--- config.mk ---
export PLATFORM = sky130hd
export DESIGN_NAME = gpio_in_cond
export DESIGN_NICKNAME = d
export VERILOG_FILES = /design/src/rtl/gpio_in_cond_pkg.sv /design/src/rtl/gpio_in_cond_tick_gen.sv /design/src/rtl/gpio_in_cond.sv
export SDC_FILE = /design/constraint.sdc
export NUM_CORES = 1
export LEC_CHECK = 0
export BUFFER_PORTS_ARGS = -buffer_cell sky130_fd_sc_hd__buf_4
export CAP_MARGIN = 20
export CORE_ASPECT_RATIO = 0.9
export CORE_UTILIZATION = 57
export DETAILED_ROUTE_END_ITERATION = 10
export GPL_TIMING_DRIVEN = 0
export PLACE_DENSITY = 0.76
export SETUP_SLACK_MARGIN = 0.5
export SKIP_LAST_GASP = 1
export SLEW_MARGIN = 20
export SYNTH_ARGS = -nofsm -noshare
export SYNTH_HDL_FRONTEND = slang
export SYNTH_HIERARCHICAL = 1
export SYNTH_SLANG_ARGS = --single-unit
export TNS_END_PERCENT = 5
--- constraint.sdc ---
create_clock -name clk -period 2.76 [get_ports clk]
set_input_delay 0.552 -clock clk [delete_from_list [all_inputs] [get_ports clk]]
set_output_delay 0.552 -clock clk [all_outputs]
set_load 0.005 [all_outputs]
--- src/rtl/gpio_in_cond_pkg.sv ---
// Shared helpers for the GPIO input conditioner and its prescaler.
// Holds the counter-width rule so every user of tick_gen sizes it the same way.
package gpio_in_cond_pkg;

    // Width of a 0..div-1 counter, never narrower than one bit.
    function automatic int unsigned cnt_width(input int unsigned div);
        int unsigned w;
        w = (div > 32'd1) ? $clog2(div) : 32'd1;
        return w;
    endfunction

endpackage

--- src/rtl/gpio_in_cond_tick_gen.sv ---
// Free-running prescaler: tick is high for one cycle out of every TICK_DIV.
// Kept generic so timer and UART baud logic can reuse it.
module tick_gen
    import gpio_in_cond_pkg::*;
#(
    parameter int unsigned TICK_DIV = 50000
) (
    input  logic clk,
    input  logic rst,
    output logic tick
);

    localparam int unsigned    CW   = cnt_width(TICK_DIV);
    localparam logic [CW-1:0]  LAST = CW'(TICK_DIV - 32'd1);

    logic [CW-1:0] r_cnt;

    // Counter wraps after LAST; with TICK_DIV=1 it stays at 0 and ticks every cycle.
    always_ff @(posedge clk) begin
        if (rst) begin
            r_cnt <= '0;
        end else if (r_cnt == LAST) begin
            r_cnt <= '0;
        end else begin
            r_cnt <= r_cnt + CW'(1);
        end
    end

    assign tick = (r_cnt == LAST);

endmodule

--- src/rtl/gpio_in_cond.sv ---
// GPIO input conditioner: 2-flop synchroniser, tick-sampled debounce,
// sticky rising-edge flags with write-one-to-clear, and a registered irq.
module gpio_in_cond
    import gpio_in_cond_pkg::*;
#(
    parameter int unsigned WIDTH    = 32,
    parameter int unsigned TICK_DIV = 50000,
    parameter int unsigned STABLE   = 4
) (
    input  logic             clk,
    input  logic             rst,
    input  logic [WIDTH-1:0] raw_in,
    input  logic             clr_en,
    input  logic [WIDTH-1:0] clr_mask,
    output logic [WIDTH-1:0] level,
    output logic [WIDTH-1:0] rise,
    output logic             irq
);

    logic             w_tick;
    logic [WIDTH-1:0] w_rise_nxt;
    logic             r_irq;

    tick_gen #(
        .TICK_DIV (TICK_DIV)
    ) u_tick_gen (
        .clk  (clk),
        .rst  (rst),
        .tick (w_tick)
    );

    for (genvar gi = 0; gi < WIDTH; gi++) begin : g_bit
        logic              r_s1;
        logic              r_s2;
        logic [STABLE-2:0] r_hist;
        logic              r_level;
        logic              r_rise;
        logic [STABLE-1:0] w_win;
        logic              w_all1;
        logic              w_all0;
        logic              w_set;
        logic              w_clr;

        // Window is oldest history bit first, newest synchronised sample last.
        assign w_win  = {r_hist, r_s2};
        assign w_all1 = &w_win;
        assign w_all0 = ~|w_win;
        assign w_set  = w_tick & w_all1 & ~r_level;
        assign w_clr  = clr_en & clr_mask[gi];
        // Set dominates clear so a rising edge is never lost to a racing clear.
        assign w_rise_nxt[gi] = w_set | (r_rise & ~w_clr);

        // Synchroniser, debounce history, level and sticky flag for one pin.
        always_ff @(posedge clk) begin
            if (rst) begin
                r_s1    <= 1'b0;
                r_s2    <= 1'b0;
                r_hist  <= '0;
                r_level <= 1'b0;
                r_rise  <= 1'b0;
            end else begin
                r_s1 <= raw_in[gi];
                r_s2 <= r_s1;
                if (w_tick) begin
                    r_hist <= w_win[STABLE-2:0];
                    if (w_all1) begin
                        r_level <= 1'b1;
                    end else if (w_all0) begin
                        r_level <= 1'b0;
                    end else begin
                        r_level <= r_level;
                    end
                end
                r_rise <= w_rise_nxt[gi];
            end
        end

        assign level[gi] = r_level;
        assign rise[gi]  = r_rise;
    end

    // irq tracks the flag word on the same edge the flags update.
    always_ff @(posedge clk) begin
        if (rst) begin
            r_irq <= 1'b0;
        end else begin
            r_irq <= |w_rise_nxt;
        end
    end

    assign irq = r_irq;

endmodule

---- Yosys cells after proc, flatten, opt, wreduce, memory -nomap -nowiden ----
Index checks and enable logic that the tools add are counted.
word-level totals
  word-level logic and storage cells ...... 582
  input port bits ......................... 67
  output and inout port bits .............. 65
  register bits ........................... 241
operators by class
  mux-type cells .......................... 64
  reductions and logical operators ........ 98
  bitwise gates (word level) .............. 224
  add/sub/neg operators ................... 1
  eq/ne operators ......................... 33
operators by type and width
  cell                                                             count
  1-bit bitwise AND                                                128
  4-bit AND reduction                                              32
  4-bit OR reduction                                               32
  1-bit 2-to-1 mux                                                 64
  2-bit != test, second input constant                             32
  1-bit NOT                                                        64
  2-bit AND reduction                                              32
  1-bit bitwise OR                                                 32
  32-bit OR reduction                                              1
  16-bit by 1-bit adder with 16-bit output, second input constant  1
  16-bit == test, second input constant                            1
  2-bit OR reduction                                               1

---- Depth between registers and ports, before layout ----
  depth in word-level cells ............... 5
  gate-level depth with buffers ........... 9
  depth with buffers taken out ............ 8

---- By module ----
Netlist, hierarchy kept.
modules (own cells, without submodules)
  module        sequential area each (µm²)  cells each  times used  area an instance (µm²)
  gpio_in_cond  4504.3                      870         1           8638.3
  tick_gen      320.3                       80          1           720.7

---- Worst setup path after synthesis ----
OpenSTA, ideal clock, no wires.
  path type ............................... reg2reg
  from .................................... reg u_tick_gen.r_cnt[0]
  to ...................................... reg r_irq (netlist: irq)
  slack ................................... 754 ps
  arrival time ............................ 1874 ps
  path buffers ............................ 1
  data required time ...................... 2628 ps
  period minus slack after synthesis ...... 2006 ps
  setup time .............................. 132 ps
  stages on the path, launching flop included .. 10
  path through ............................ dfxtp_1 ha_1 and3_1 and4_4 buf_2 and4_1 a32oi_1 nand4_1 nor4_1 a21oi_1
between the ends
  longest elaborated chain between the ends .. 5
  elaborated cells on any way between the ends .. 98
  those cells by class .................... 1 x eq/ne; 96 x bitwise; 1 x reduce/logical
RTL lines
  what                            RTL line                     text
  from (decl)                     gpio_in_cond_tick_gen.sv:16  logic [CW-1:0] r_cnt;
  from (signal assigned)          gpio_in_cond_tick_gen.sv:25  r_cnt <= r_cnt + CW'(1);
  16-bit == test (*)              gpio_in_cond_tick_gen.sv:29  assign tick = (r_cnt == LAST);
  via w_tick                      gpio_in_cond.sv:20           logic w_tick;
  1-bit bitwise AND (2 in a row)  gpio_in_cond.sv:48           assign w_set = w_tick & w_all1 & ~r_level;
  1-bit bitwise OR                gpio_in_cond.sv:51           assign w_rise_nxt[gi] = w_set | (r_rise & ~w_clr);
  32-bit OR reduction (*)         gpio_in_cond.sv:87           r_irq <= |w_rise_nxt;
  to (signal assigned)            gpio_in_cond.sv:87
  to (decl)                       gpio_in_cond.sv:22           logic r_irq;
Mark *: on every way through the listed nets, which the timed path passes. The rest lies on a longest branch.
A chain may end at the register's enable or synchronous reset.

---- Worst setup path after layout ----
  from .................................... reg u_tick_gen.r_cnt[1]
  to ...................................... reg r_irq (netlist: irq)
Same word-level chain as after synthesis.

==> results.md <==
- Global routing finished with a remaining overflow of 0.
- The tree built by TritonCTS fans out to between 200 and 250 sinks.
- STA classifies the critical path startpoint as a register.
- The post-synthesis instance area is 9360 um^2.
- The run finished with clean final reports.
- Entering global routing, the biggest net connects 15 pins.
- The layout has 1219 filler cells.
- In the final layout, the share of cells above drive strength 1 is 0.264.
- For this design, the CTS-stage hold fixing added 0 buffers.
- No sink is reached through more buffers than the 3 on the longest clock path.
- The buffer cell driving the clock tree root is clkbuf_16.
- The sequential cell area fraction in the yosys report is 0.516.
- Dividing total power by cell area gives a power density of a little over 600 nW/um^2.
- For this design the top-level I/O count stands at 132.
- The core region is 16100 um^2.
- CTS built an H-tree with a depth of 1.
- The number of violations reported at the end of detailed-routing iteration 0 is approximately 430.
- Of all flip-flops after synthesis, the portion carrying an async set or reset was 0.
- The sum of negative setup slack is 0 ps.
- Counting every net in the synthesized netlist gives 1018.
- The proportion of netlist area held by the largest area contributor is 0.516.
- The insertion delay to the later sink of the worst-skew pair is 510 ps.
- The residual antenna-violating net count after detailed routing is 0.
- Across the run, the number of max-cap violations was 0.
- Setup repair after global routing could not meet its margin everywhere.
- The Yosys step of the flow raised 6 warnings.
- The die boundary height is 124 um.
- The pin slew with the least headroom to its limit is approximately 810 ps.
- Synthesis produced 950 cells.
- For the finished layout, the period the worst path requires is 2320 ps.
- The count of buffers inserted at the top-level ports is 131.
- Summed over all cells, the static leakage comes to 4.71 nW.
- The final number of setup-violating endpoints is 0.
- The number of global-route vias before repair came to 6801.
- The flip-flop and latch count after synthesis is 241.
- The overall global routing resource usage is 0.265.
- TritonCTS built the clock tree.
- The half-perimeter wire length of the detailed placement result is 15200 um.
- The number of antenna violations at the first check in global routing is 0.
- The total count of hold-check failures in the final report came to 0.
- The worst slack on hold paths is slightly above 200 ps.
- The relative area change from synthesis to final layout is 24.4%.
- The most common library cell in the layout ignoring fill and taps is dfxtp_1.
- The average detailed-routed wire length per instance is between 15 and 20 um.
- For this run, the top clock speed supported by timing is 431 MHz.
- At the end of routability-driven placement, the weighted congestion stood at about 0.8.
- The share of the core filled with cells is 0.724.
- The number of diodes added for antenna fixing is 0.
- The detailed router placed 7247 vias in this run.
- Yosys attributes the largest share of cell area to dfxtp_1, mux2i_1, nor2_1.
- Of all nets on the critical path, the largest fanout is 10.
- The final-report max-slew violation count is 0.
- The data required time at the worst endpoint is 3140 ps.
- The critical path data arrival time is 2700 ps.
- The count of cell types in the netlist is 34.
- The largest area contributor in the netlist is dfxtp_1.
- The first global-routing pass estimated 34500 um of wire.
- The class of the most critical setup path is register to register.
- Clock-pin slew was measured on the worst setup and hold paths at 60 ps.
- The count of flip-flops with a built-in enable after synthesis is 0.
- The die is 137 um wide.
- Headroom to the max-slew limit came out at 0.462.
- In the layout the commonest cells are dfxtp_1, buf_4, nor2_1, mux2i_1, nor2b_1.
- Between clock sinks in the finished design, the worst skew comes to 10.4 ps.
- The min-delay analysis places its worst path in the category input pin to register.
- For this configuration, the core starts out at a cell density of 0.582.
- The initialized floorplan defines 44 standard-cell rows.
- The per-instance average area after synthesis is 9.85 um^2.
- The first-pass iteration count of the detailed router is 5.
- After detailed routing, the number of remaining DRC violations is 0.
- The worst slack after detailed placement is between 60 and 70 ps.
- The worst setup path is captured at a register.
- The die covers 16900 um^2.
- After detailed routing, the number of vias per cell comes to 5.43.
- TritonCTS created 24 clock buffers.
- The wire length after detailed routing is between 20000 and 25000 um.
- The largest vdd supply drop is 0.436 mV.
- In the synthesized netlist the dominant register cell turns out to be dfxtp_1.
- In the final design database the tool counted 1178 nets.
- The worst path meets setup with 439 ps of slack.
- In the finished design, the share of the clock period the worst path needs comes to 0.841.
## power by group
part / total (W) / switching [W] / leakage (nW) / internal [W]
sequential: 0.00355 / 0.0000241 / 1.96 / 0.00353
combinational: 0.000229 / 0.000123 / 2.36 / 0.000106
clock: 0.00327 / 0.00132 / 0.392 / 0.00195
total: 0.00705 / 0.00147 / 4.71 / 0.00558
## worst max-delay path, stage by stage (launching register included)
cell and delay [ps]:
dfxtp_1 320, ha_2 190, and3_4 190, and4_4 190, buf_12 160, and4_4 150, a32oi_2 260, nand4_1 270
nor4_4 340, a21oi_1 100
## cells in the mapped netlist, types with 5 or more instances
cell type,number
o221a_1,5
nand4_1,11
nor2_1,177
nand3_1,5
nand2_1,48
nor4b_1,20
a32oi_1,32
buf_2,11
nor2b_1,64
inv_1,36
mux2i_1,96
dfxtp_1,241
nor4_1,19
a22oi_1,12
clkbuf_1,21
and4_1,32
xnor2_1,12
o221a_2,14
buf_4,72
## final cells by class
class	count	area [um^2]	area share
tap	207	259	0.0222
buffer	110	774	0.0665
clock buffer	35	703	0.0604
inverter	37	139	0.0119
clock inverter	8	92.6	0.00795
multi-input combinational	562	3840	0.330
sequential	241	4830	0.415
timing repair buffer	134	1010	0.0864
## cells by family (layout without fill, tap and decap cells)
| family | after synthesis | after routing | synth area share |
|---|---|---|---|
| AO/OA/AOI/OAI | 66 | 66 | 0.0640 |
| adder cells (fa/ha/maj) | 1 | 1 | 0.00134 |
| buffers and inverters | 147 | 324 | 0.0913 |
| multiplexers | 96 | 96 | 0.103 |
| XOR/XNOR | 14 | 14 | 0.0131 |
| AND/OR/NAND/NOR | 385 | 385 | 0.212 |
| flip-flops | 241 | 241 | 0.516 |
## what timing repair did
item	4_1_cts	5_1_grt
pin swaps	10	9
endpoints found under the setup margin	109	81
gates resized for setup	34	11
setup buffers	2	1
cloned	0	0
## metal layers
layer  up-vias  track usage  wire length (um)
met1      3448        0.363             10400
met2       224        0.432             10300
met4         0       0.0755               420
met5         -            0                 0
met3        37       0.0398              1320
li1       3538            -                 -
## path summary, 6_finish.rpt
kind / from / endpoint / slack (ps) / depth (start not counted)
max: u_tick_gen/r_cnt[1]$_SDFF_PP0_ / irq$_SDFF_PP0_ / 440 / 9
min: rst / u_tick_gen/r_cnt[2]$_SDFF_PP0_ / 210 / 2
max reg2reg: u_tick_gen/r_cnt[1]$_SDFF_PP0_ / irq$_SDFF_PP0_ / 440 / 9
min reg2reg: g_bit[22].r_s1$_SDFF_PP0_ / g_bit[22].r_s2$_SDFF_PP0_ / 430 / 1
## registers in the layout, indices dropped and copies added, names as in the netlist
name / cells
g_bit.r_hist: 96
u_tick_gen/r_cnt: 16
g_bit.r_s2: 32
irq: 1
g_bit.r_s1: 32
g_bit.r_level: 32
g_bit.r_rise: 32
## stage by stage
stage               cell area (um^2)  std cells  power, W
floorplan                       9360        950   0.00372
global placement               10600       1288   0.00385
detailed placement             10600       1288   0.00385
CTS                            11600       1333   0.00707
global route                   11600       1334   0.00724
finish                         11600       1334   0.00705
Note: power is estimated with default switching activity, not from simulation.
